==> src/rtl/jtag_scan_master.sv <==
// JTAG scan master: walks a target TAP through one IR scan and then one DR scan for each accepted request.
// A legal request completes W+N+11 edges after acceptance; an illegal one completes on the next edge with an error.
module jtag_scan_master (
  input  logic        clk,
  input  logic        reset,
  input  logic        startValid,
  output logic        startReady,
  input  logic [4:0]  instruction,
  input  logic [2:0]  instructionWidth,
  input  logic [31:0] testVector,
  input  logic [5:0]  testVectorWidth,
  output logic        jtagTms,
  output logic        jtagTdi,
  input  logic        jtagTdo,
  output logic        doneValid,
  output logic        doneError,
  output logic [31:0] capturedVector,
  output logic        busy
);

  typedef enum logic [3:0] {
    jtagResetState, jtagIdleState,
    jtagIrScanState, jtagCaptureIrState, jtagShiftIrState, jtagExit1IrState,
    jtagPauseIrState, jtagExit2IrState, jtagUpdateIrState,
    jtagDrScanState, jtagCaptureDrState, jtagShiftDrState, jtagExit1DrState,
    jtagPauseDrState, jtagExit2DrState, jtagUpdateDrState
  } tap_state_t;

  typedef enum logic {PHASE_IR, PHASE_DR} phase_t;

  tap_state_t  tapState;
  tap_state_t  tap_next;
  phase_t      phase;
  logic [2:0]  initCount;
  logic [4:0]  bit_count;
  logic [4:0]  ir_shift;
  logic [31:0] dr_shift;
  logic [4:0]  dr_last;
  logic [4:0]  cap_index;
  logic        init_done;
  logic        req_legal;
  logic        accept;

  assign init_done  = (initCount == 3'd5);
  assign req_legal  = (instructionWidth >= 3'd3) && (instructionWidth <= 3'd5) &&
                      ((testVectorWidth == 6'd8)  || (testVectorWidth == 6'd16) ||
                       (testVectorWidth == 6'd24) || (testVectorWidth == 6'd32));
  assign startReady = (tapState == jtagIdleState) && init_done && (phase == PHASE_IR);
  assign busy       = !startReady;
  assign accept     = startValid && startReady;
  assign jtagTdi    = (tapState == jtagShiftIrState) ? ir_shift[0] :
                      (tapState == jtagShiftDrState) ? dr_shift[0] : 1'b0;

  // TMS is chosen from the mirrored state; the target follows the same path on the same edge.
  always_comb begin
    jtagTms  = 1'b0;
    tap_next = tapState;
    case (tapState)
      jtagResetState:   jtagTms = !init_done;
      jtagIdleState:    jtagTms = (phase == PHASE_DR) || (startValid && req_legal && init_done);
      jtagDrScanState:  jtagTms = (phase == PHASE_IR);
      jtagShiftIrState,
      jtagShiftDrState: jtagTms = (bit_count == 5'd0);
      jtagExit1IrState, jtagPauseIrState, jtagExit2IrState,
      jtagExit1DrState, jtagPauseDrState, jtagExit2DrState: jtagTms = 1'b1;
      default:          jtagTms = 1'b0;
    endcase

    case (tapState)
      jtagResetState:     tap_next = jtagTms ? jtagResetState   : jtagIdleState;
      jtagIdleState:      tap_next = jtagTms ? jtagDrScanState  : jtagIdleState;
      jtagIrScanState:    tap_next = jtagTms ? jtagResetState   : jtagCaptureIrState;
      jtagCaptureIrState: tap_next = jtagTms ? jtagExit1IrState : jtagShiftIrState;
      jtagShiftIrState:   tap_next = jtagTms ? jtagExit1IrState : jtagShiftIrState;
      jtagExit1IrState:   tap_next = jtagTms ? jtagUpdateIrState : jtagPauseIrState;
      jtagPauseIrState:   tap_next = jtagTms ? jtagExit2IrState : jtagPauseIrState;
      jtagExit2IrState:   tap_next = jtagTms ? jtagUpdateIrState : jtagShiftIrState;
      jtagUpdateIrState:  tap_next = jtagTms ? jtagDrScanState  : jtagIdleState;
      jtagDrScanState:    tap_next = jtagTms ? jtagIrScanState  : jtagCaptureDrState;
      jtagCaptureDrState: tap_next = jtagTms ? jtagExit1DrState : jtagShiftDrState;
      jtagShiftDrState:   tap_next = jtagTms ? jtagExit1DrState : jtagShiftDrState;
      jtagExit1DrState:   tap_next = jtagTms ? jtagUpdateDrState : jtagPauseDrState;
      jtagPauseDrState:   tap_next = jtagTms ? jtagExit2DrState : jtagPauseDrState;
      jtagExit2DrState:   tap_next = jtagTms ? jtagUpdateDrState : jtagShiftDrState;
      jtagUpdateDrState:  tap_next = jtagTms ? jtagDrScanState  : jtagIdleState;
      default:            tap_next = jtagResetState;
    endcase
  end

  always_ff @(posedge clk or negedge reset) begin
    if (!reset) begin
      tapState       <= jtagResetState;
      initCount      <= 3'd0;
      phase          <= PHASE_IR;
      bit_count      <= 5'd0;
      ir_shift       <= 5'd0;
      dr_shift       <= 32'd0;
      dr_last        <= 5'd0;
      cap_index      <= 5'd0;
      capturedVector <= 32'd0;
      doneValid      <= 1'b0;
      doneError      <= 1'b0;
    end else begin
      tapState  <= tap_next;
      doneValid <= 1'b0;
      doneError <= 1'b0;

      if ((tapState == jtagResetState) && !init_done)
        initCount <= initCount + 3'd1;

      if (accept) begin
        ir_shift  <= instruction;
        dr_shift  <= testVector;
        dr_last   <= 5'(testVectorWidth - 6'd1);
        bit_count <= {2'b00, instructionWidth} - 5'd1;
        if (req_legal) begin
          capturedVector <= 32'd0;
          cap_index      <= 5'd0;
        end else begin
          doneValid <= 1'b1;
          doneError <= 1'b1;
        end
      end

      // acceptance only happens in Idle, so it never collides with these updates
      case (tapState)
        jtagShiftIrState: begin
          ir_shift  <= ir_shift >> 1;
          bit_count <= bit_count - 5'd1;
        end
        jtagShiftDrState: begin
          dr_shift                  <= dr_shift >> 1;
          bit_count                 <= bit_count - 5'd1;
          capturedVector[cap_index] <= jtagTdo;
          cap_index                 <= cap_index + 5'd1;
        end
        jtagUpdateIrState: begin
          phase     <= PHASE_DR;
          bit_count <= dr_last;
        end
        jtagUpdateDrState: begin
          phase     <= PHASE_IR;
          doneValid <= 1'b1;
        end
        default: ;
      endcase
    end
  end

endmodule
==> config.mk <==
export PLATFORM = sky130hd
export DESIGN_NAME = jtag_scan_master
export DESIGN_NICKNAME = d
export VERILOG_FILES = /design/src/rtl/jtag_scan_master.sv
export SDC_FILE = /design/constraint.sdc
export NUM_CORES = 1
export LEC_CHECK = 0
export CAP_MARGIN = 15
export CORE_MARGIN = 4
export CORE_UTILIZATION = 55
export DETAILED_ROUTE_END_ITERATION = 10
export GPL_TIMING_DRIVEN = 0
export PLACE_DENSITY = 0.83
export SLEW_MARGIN = 20
export SYNTH_ARGS = -nofsm -noshare
export SYNTH_HDL_FRONTEND = slang
export SYNTH_SLANG_ARGS = --single-unit
==> constraint.sdc <==
create_clock -name clk -period 4.3 [get_ports clk]
set_input_delay 0.86 -clock clk [delete_from_list [all_inputs] [get_ports clk]]
set_output_delay 0.86 -clock clk [all_outputs]
set_load 0.005 [all_outputs]
* Yosys cells after proc, flatten, opt, wreduce, memory -nomap -nowiden
Index checks and enable logic that the tools add are counted.
** Word-level totals
- Bits in registers :: 94
- Bits in latches :: 0
- Bits in writable memories :: 0
- Memory bits (read-only) :: 0
- Bits of input ports :: 50
- Output and inout port bits :: 38
- Word-level logic and storage cells :: 104
- Memories :: 0
** Cells by class
- $add $sub $neg :: 5
- $mul :: 0
- Div/mod/pow operators :: 0
- $lt $le $gt $ge :: 4
- Equality and inequality tests :: 20
- Shift operators :: 0
- Multiplexer cells :: 35
- Bitwise gates (word level) :: 1
- Reductions and logical operators :: 28
** Operator list (number)
- $mux 32 :: 5
- $pmux 4 s12 :: 1
- $bwmux 32 :: 1
- $eq 4x4->1 const B :: 8
- $mux 5 :: 6
- $eq 4x3->1 const B :: 4
- $mux 4 :: 4
- $eq 6x5->1 const B :: 2
- $pmux 5 s2 :: 1
- $sub 5x1->5 const B :: 2
- $logic_and 1x1->1 :: 9
- $mux 1 :: 9
- $eq 4x2->1 const B :: 2
- $reduce_bool 2->1 :: 4
- $eq 6x4->1 const B :: 1
- $eq 6x6->1 const B :: 1
- $lt 5x6->1 const B :: 1
- $mux 2 :: 3
- $mux 3 :: 2
- $reduce_or 2->1 :: 3
- $reduce_or 6->1 :: 1
- $add 5x1->5 const B :: 1
- $demux 1 s5 :: 1
- $ge 5x1->1 const B :: 1
- other kinds (16) :: 20

* Longest topological paths before layout
Gate-level depths: netlist (run 1).
- Word-level depth :: 11
- Mapped depth :: 8
- Mapped depth without buffers :: 8

* Worst setup path after synthesis (run 1)
Ideal clock, no wire load.
- Path kind :: in2out
- Start point :: input testVectorWidth[0]
- End point :: output jtagTms
- Arrival time :: 2.058 ns
- Data required time :: 3.440 ns
- Setup slack :: 1.382 ns
- Stages :: 5
- Cells stage by stage :: inv_1 > ha_1 > nand2b_1 > or4_4 > o41ai_4
** Between the ends
- Word-level cells in the longest chain between the ends :: 9
** Ends and longest elaborated chain
- start: declaration :: line 11 : input logic [5:0] testVectorWidth,
- $eq 6x4->1 / $eq 6x5->1 (equally long branches) :: line 46 : ((testVectorWidth == 6'd8) || (testVectorWidth == 6'd16) ||
- $logic_or 1x1->1 (2 in a row) :: line 46
- $logic_or 1x1->1 (*) :: line 47 : (testVectorWidth == 6'd24) || (testVectorWidth == 6'd32));
- $logic_and 1x1->1 (*) :: line 45 : assign req_legal = (instructionWidth >= 3'd3) && (instructionWidth <= 3'd5) &&
- $logic_and 1x1->1 (*) (2 in a row) :: line 60 : jtagIdleState: jtagTms = (phase == PHASE_DR) || (startValid && req_legal && init_done);
- $logic_or 1x1->1 (*) :: line 60
- $pmux 1 s5 (*) :: line 58 : case (tapState)
- end: declaration :: line 12 : output logic jtagTms,
Mark *: on every way between the ends. The rest lies on a longest branch, timed or not.

* Worst setup path in the final report (run 1)
- Start point :: input instructionWidth[0]
- End point :: output jtagTms
** Between the ends
- Word-level cells in the longest chain between the ends :: 7
** Ends and longest elaborated chain
- start: declaration :: line 9 : input logic [2:0] instructionWidth,
- $ge 3x2->1 / $le 3x3->1 (equally long branches) :: line 45
- $logic_and 1x1->1 (*) (2 in a row) :: line 45
- $logic_and 1x1->1 (*) (2 in a row) :: line 60
- $logic_or 1x1->1 (*) :: line 60
- $pmux 1 s5 (*) :: line 58
Marked as above.

==> summary.md, run 1 <==
| Metric | Value |
|---|---|
| Status | `finished, final reports clean` |
| Layout Skew | `25.1 ps` |
| Final Max Slew Viols | `0` |
| Largest net degree at the start of global routing | `68` |
| Hold_buf cts | `0` |
| Syn Area/Cell | `8.53 um^2` |
| Fin nets | `718` |
| Setup violators final | `0` |
| Worst Path Required | `between 3000 and 4000 ps` |
| LEAKAGE | `2.44 nW` |
| Setup bufs post-CTS | `0` |
| Resize count post-CTS | `0` |
| Met1 Use GR | `33.2%` |
| Met2 global-route usage | `38.3%` |
| Top Ports | `88` |
| Worst-margin pin slew | `869 ps` |
| Clk slew on worst S/H paths | `~100 ps` |
| Die span in x | `101 um` |
| Warning count from the yosys run | `0` |
| Ranking of synthesized cells by area | `dfrtp_1 (49%), nand2_1 (10%), o21ai_0 (6.3%)` |
| Syn nets | `619` |
| Reg2Reg Setup Slack | `between 1500 and 2000 ps` |
| GRT overflow | `0` |
| Global routing's busiest layer | `met2` |
| Max_cap viols | `0` |
| Starting density of the core | `a little under three fifths` |
| Final HPWL DP | `between 8 and 9 mm` |
| CTS tree | `yes` |
| Crit path capture type | `output port` |
| Crit-path cells | `clkdlybuf4s50_1 > ha_1 > nor3b_1 > or4_4 > o41ai_4 > clkdlybuf4s50_1` |
| Setup TNS | `0 ps` |
| Critical Path Most Common Cell | `clkdlybuf4s50_1` |
| Buffers and inverters on the worst path | `2` |
| Detail Route Antenna Nets | `0` |
| Sequential share of the synthesized area | `roughly half` |
| Final worst setup slack | `roughly 130 ps` |
| Max incr delay on CP | `590 ps` |
| RSZ-0062 raised after global routing | `false` |
| Routed vias | `~4400` |
| Slew margin rel. | `a little over two fifths` |
| Synthesized area | `roughly 4800 um^2` |
| Post-Syn Instances | `roughly 560` |
| Netlist cell types | `47` |
| Drt drc | `0` |
| Antenna diodes | `0` |
| Core area | `approximately 8300 um^2` |
| Top-area cell type share of the netlist area | `between 40% and 50%` |
| Global-route wire length before repair | `between 15 and 20 mm` |
| Synth area leader | `dfrtp_1` |
| Critical path type | `input port to output port` |
| Tmin final | `~4200 ps` |
| Pwr Total | `approximately 1.5 mW` |
| DR vias/cell | `5.77` |
| Root Buffer | `clkbuf_8` |
| Worst setup SP type | `input port` |
| Met3 global-route usage | `~4.5%` |
| Number of global-route vias before repair | `about 4200` |
| Max VDD drop | `0.181 mV` |
| Number of flops mapped to enable cells by yosys | `0` |
| Most used DFF post-synth | `dfrtp_1` |
| # clock sinks | `between 90 and 100` |
| WP data arrival | `between 3000 and 4000 ps` |
| GP Congestion | `approximately 0.9` |
| Worst Setup Slack post-DPL | `around 120 ps` |
| Longest Clk Path Bufs | `2` |
| Initial antenna violation count | `0` |
| Fin. Hold Viols | `0` |
| CP Max Fanout | `7` |
| Async S/R FF share, synth | `100%` |
| Die Ht | `between 100 and 150 um` |
| H-tree Lvls | `3` |
| Worst-Skew Late Latency | `roughly 380 ps` |
| Starting DRT DRC Count | `roughly 250` |
| Fmax | `approximately 240 MHz` |
| Area Overhead vs Synth | `25.7%` |
| DIE AREA | `roughly 10000 um^2` |
| Power Dens Cells | `257 nW/um^2` |
| Cell family with most CP delay | `buffers and inverters` |
| Num rows | `33` |
| Number of CTS-inserted buffers | `9` |
| Worst min path class | `input port to asynchronous set/reset pin` |
| Routed wire length | `between 10 and 15 mm` |
| Mean routed wirelength per cell | `~15 um` |
| Share of post-route cells with drive strength above 1 | `under 10%` |
| Critical-path top delay cell | `clkdlybuf4s50_1` |
| First-pass DRT Iterations | `5` |
| Final worst-path cycle share | `a little over nine tenths` |
| Synthesis-stage register bit count | `94` |
| Number of buffers added on ports | `between 80 and 90` |
| GRT Total Usage | `roughly a quarter` |
[layout make-up]
type                            instances  area (um^2)
Clock inverter                          7         67.6
Tap cell                              105          131
Sequential cell                        94         2350
Multi-Input combinational cell        413         2190
Clock buffer                            9          124
Fill cell                             666         2320
Timing Repair Buffer                   88          900
Buffer                                 35          150
Inverter                               16         60.1
[metal layers]
layer,wire length (um),share of wire [%]
met5,0,0
met4,327,2.8
met3,696,5.9
met2,5580,47
met1,5220,44
[synthesized netlist by cell type (2+ instances only)]
cell type,count
a211oi_1,3
a21oi_1,12
a22o_1,3
a22oi_1,4
a31oi_1,36
and2_1,6
buf_2,9
clkbuf_1,21
clkbuf_2,3
dfrtp_1,94
ha_1,11
inv_1,16
mux2i_1,2
nand2_1,127
nand2b_1,6
nand3_1,39
nand3b_1,2
nand4_1,4
nor2_1,49
nor3_1,8
nor3b_1,5
o21ai_0,60
o21ai_1,2
o221ai_1,2
o22ai_1,2
o31ai_1,2
or3_1,2
xnor2_1,6
xor2_1,4
[stage by stage]
step	util, %	instance area (um^2)	hold WS (ps)	std cells
after floorplan	-	4760	446	558
after global placement	69.4	5760	459	750
after detailed placement	69.7	5790	467	751
after CTS	72.0	5980	338	767
after global routing	72.0	5980	330	767
final	72.0	5980	333	767
[where the power goes]
group | internal (mW) | total (mW) | switching (mW)
clock network | 0.223 | 0.567 | 0.344
logic | 0.0497 | 0.0863 | 0.0366
registers | 0.884 | 0.884 | 0.000353
[flip-flops by register name, indices dropped and copies added (netlist names)]
signal	cells
doneValid	1
doneError	1
capturedVector	32
dr_last	5
tapState	4
cap_index	5
bit_count	5
initCount	3
ir_shift	5
dr_shift	32
phase	1
[worst paths after layout]
check                                     from           end  cells after the start
setup / recovery           instructionWidth[0]       jtagTms                      6
min in group clk                    dr_last[0]  bit_count[0]                      2
setup reg to reg                   tapState[3]  dr_shift[12]                      7
max in group asynchronous                reset   dr_shift[1]                      2
hold / removal                           reset   tapState[3]                      1
hold reg to reg                     dr_last[0]  bit_count[0]                      2
[cells in the final DEF (no fill, tap or decap), types with 8 or more instances in the layout]
master and n:
buf_2 9, o21ai_0 60, nand3_1 39, clkbuf_8 9, a21oi_1 12, dfrtp_1 94
nand2_1 127, inv_1 16, ha_1 11, clkbuf_1 21, a31oi_1 36, nor2_1 49
clkdlybuf4s50_1 86, nor3_1 8
[kinds of logic (layout without fill, tap and decap cells)]
logic type	after synthesis	in the layout	share of synthesized area [%]
AO/OA/AOI/OAI	135	135	17.2
multiplexers	2	2	0.421
buffers and inverters	51	155	4.42
adder cells (fa/ha/maj)	11	11	2.89
flip-flops	94	94	49.4
XOR/XNOR	10	10	1.84
AND/OR/NAND/NOR	255	255	23.8
Note: power is estimated with default switching activity, not from simulation.
==> run 2, diff against run 1 <==
--- a/config.mk
+++ b/config.mk
@@ -9,7 +9,6 @@
 export CORE_MARGIN = 4
 export CORE_UTILIZATION = 55
 export DETAILED_ROUTE_END_ITERATION = 10
-export GPL_TIMING_DRIVEN = 0
 export PLACE_DENSITY = 0.83
 export SLEW_MARGIN = 20
 export SYNTH_ARGS = -nofsm -noshare
==> run 2 against run 1 <==
  * Total power is 9.0% higher
  * Flip-flop and latch count unchanged
  * Clock power up 25%
  * Utilization down 0.87 points
  * First-iteration DRC count is 19% higher
  * Clock-buffer cell count is 1 higher
  * Fmax is 3.1% higher
  * Non-clock buffer count is 29 lower
  * Setup slack improved by 120 ps
==> summary.md, run 2 (synthesis gave the netlist of run 1 again) <==
| Metric | Value |
|---|---|
| Status | `finished, final reports clean` |
| Global-route wire length before repair | `18.6 mm (-5.4%)` |
| Number of CTS-inserted buffers | `9 (unchanged)` |
| Commonest non-fill, non-tap cell in the layout | `nand2_1` |
| Worst Path Required | `3440 ps (about the same)` |
| P_sw | `0.352 mW (-7.5%)` |
| Clock power share | `42.2% (+5.3 points)` |
| GRT overflow | `0 (unchanged)` |
| # clock sinks | `94 (unchanged)` |
| Routed wire length | `11.2 mm (-5.0%)` |
| Largest net degree at the start of global routing | `71 (+4.4%)` |
| Commonest cells after routing, fill and taps aside | `nand2_1 (127), dfrtp_1 (94), clkdlybuf4s50_1 (86)` |
| Layout Skew | `11.4 ps (-13.7 ps)` |
| Final Max Slew Viols | `0 (unchanged)` |
| Core area | `8300 um^2 (unchanged)` |
| Max_cap viols | `0 (unchanged)` |
| Seq. cell area | `2350 um^2 (unchanged)` |
| Number of buffers added on ports | `87 (unchanged)` |
| Worst-Skew Late Latency | `360 ps (-20 ps)` |
| Combinational share of power | `5.0% (-0.6 points)` |
| Wl on met1 | `4.90 mm (-6.1%)` |
| Top Layer Used | `met4` |
| Regs by FF count | `capturedVector (32), dr_shift (32)` |
| Slew margin rel. | `32.5% (-9.1 points)` |
| Metal3 WL | `777 um (+12%)` |
| Final worst setup slack | `250 ps (+124 ps)` |
| Fill count | `616 (-7.5%)` |
| Max VDD drop | `0.162 mV (-11%)` |
| Worst Setup Slack post-DPL | `261 ps (+139 ps)` |
| Power Dens Cells | `284 nW/um^2 (+10%)` |
| Setup TNS | `0 ps (unchanged)` |
| Starting density of the core | `57.3% (unchanged)` |
| Setup bufs post-CTS | `0 (unchanged)` |
| Setup violators final | `0 (unchanged)` |
| Crit path capture type | `output port` |
| Reg power frac | `52.8% (-4.7 points)` |
| Resize count post-CTS | `0 (unchanged)` |
| Root Buffer | `clkbuf_8` |
| Max incr delay on CP | `610 ps (+20 ps)` |
| Die span in x | `101 um (unchanged)` |
| H-tree Lvls | `3 (unchanged)` |
| LEAKAGE | `2.41 nW (-1.5%)` |
| Worst setup SP type | `input port` |
| Top Ports | `88 (unchanged)` |
| Detail Route Antenna Nets | `0 (unchanged)` |
| Number of global-route vias before repair | `4035 (-3.6%)` |
| Antenna diodes | `0 (unchanged)` |
| CTS tree | `yes` |
| Crit-path cells | `clkdlybuf4s50_1 > ha_1 > nor3b_1 > or4_4 > o41ai_4 > clkdlybuf4s50_1` |
| Fmax | `247 MHz (+3.1%)` |
| First-pass DRT Iterations | `5 (unchanged)` |
| Critical path type | `input port to output port` |
| Num rows | `33 (unchanged)` |
| Longest Clk Path Bufs | `2 (unchanged)` |
| CP Max Fanout | `7 (unchanged)` |
| Fin. Hold Viols | `0 (unchanged)` |
| Critical Path Most Common Cell | `clkdlybuf4s50_1` |
| RSZ-0062 raised after global routing | `false` |
| Share of post-route cells with drive strength above 1 | `4.74% (-0.85 points)` |
| Drt drc | `0 (unchanged)` |
| Initial antenna violation count | `0 (unchanged)` |
| Die Ht | `101 um (unchanged)` |
| Int Power | `1.32 mW (+14%)` |
| Mean routed wirelength per cell | `15.2 um (-1.3%)` |
| Sw Share | `21.0% (-3.8 points)` |
| Final worst-path cycle share | `94.2% (-2.9 points)` |
| Clk slew on worst S/H paths | `80 ps (-20 ps)` |
| Hold slack | `491 ps (+158 ps)` |
| DR WL met2 | `5.25 mm (-6.0%)` |
| Hold_buf cts | `0 (unchanged)` |
| Area of the multi-input gates | `2200 um^2 (+0.11%)` |
| Tmin final | `4050 ps (-124 ps)` |
| Area Overhead vs Synth | `24.2%` |
| Routed vias | `4241 (-4.2%)` |
| Critical-path top delay cell | `clkdlybuf4s50_1` |
| Fin nets | `689 (-4.0%)` |
| GRT Total Usage | `22.7% (-1.5 points)` |
| DIE AREA | `10200 um^2 (unchanged)` |
| GP Congestion | `0.868 (-1.9%)` |
| Starting DRT DRC Count | `294 (+19%)` |
| Worst min path class | `flip-flop to flip-flop` |
| Final Cell Area | `5910 um^2 (-1.2%)` |
| Worst-margin pin slew | `1010 ps (+140 ps)` |
| WP data arrival | `3190 ps (-120 ps)` |
| Final HPWL DP | `7.73 mm (-12%)` |
| Placed Area | `5660 um^2 (-2.2%)` |
| Reg2Reg Setup Slack | `1730 ps (-130 ps)` |
| DR vias/cell | `5.75 (-0.39%)` |
[run 2: changes by cell type in the layout (fill, tap and decap cells not counted), sizes merged]
cell      before  now
clkbuf        33   10
buf           13    8
bufinv         0    3
clkinvlp       3    1
clkinv         1    0
inv           19   18
[run 2: worst paths after layout]
| path | from | to | cells past startpoint |
|---|---|---|---|
| worst max-delay path | instructionWidth[0] | jtagTms | 6 |
| worst min-delay path | ir_shift[3] | ir_shift[3] | 2 |
| worst max register to register | tapState[3] | cap_index[2] | 7 |
| worst min register to register | ir_shift[3] | ir_shift[3] | 2 |
| max in group asynchronous | reset | ir_shift[3] | 2 |
| min in group asynchronous | reset | capturedVector[9] | 1 |
[run 2: worst max-delay path: cells and delay by family]
| kind | cells | cell delay (ps) |
|---|---|---|
| buffers and inverters | 2 | 1180 |
| AND/OR/NAND/NOR | 2 | 620 |
| AO/OA/AOI/OAI | 1 | 320 |
| adder cells (fa/ha/maj) | 1 | 210 |
[run 2: cell type report]
cell class              instances  share of cell area [%]
multi-input cells             413                    37.2
well taps                     105                    2.22
flip-flops and latches         94                    39.8
clock inverters                 6                    1.99
repair buffers                 94                    15.6
clock buffers                  10                    2.16
inverters                      16                    1.02
[run 2: power groups by stage]
stage	Combinational (mW)	Clock [mW]	Sequential [mW]
after floorplan	0.0141	0	0.902
after global placement	0.0838	0	0.901
after detailed placement	0.0851	0	0.902
after CTS	0.0855	0.715	0.884
after global routing	0.0929	0.753	0.884
final	0.0842	0.707	0.884
[run 2: through the flow]
stage                     utilization, %  power [mW]  cells
after floorplan                        -       0.916    558
after global placement              68.2       0.985    722
after detailed placement            68.2       0.987    722
after CTS                           71.2        1.68    738
after global routing                71.2        1.73    738
final                               71.2        1.68    738
[run 2: per-layer routing]
layer,track usage (%),up-vias
met5,0,-
met4,10.1,0
met3,4.15,28
met2,35.7,173
met1,30.7,1977
li1,-,2063
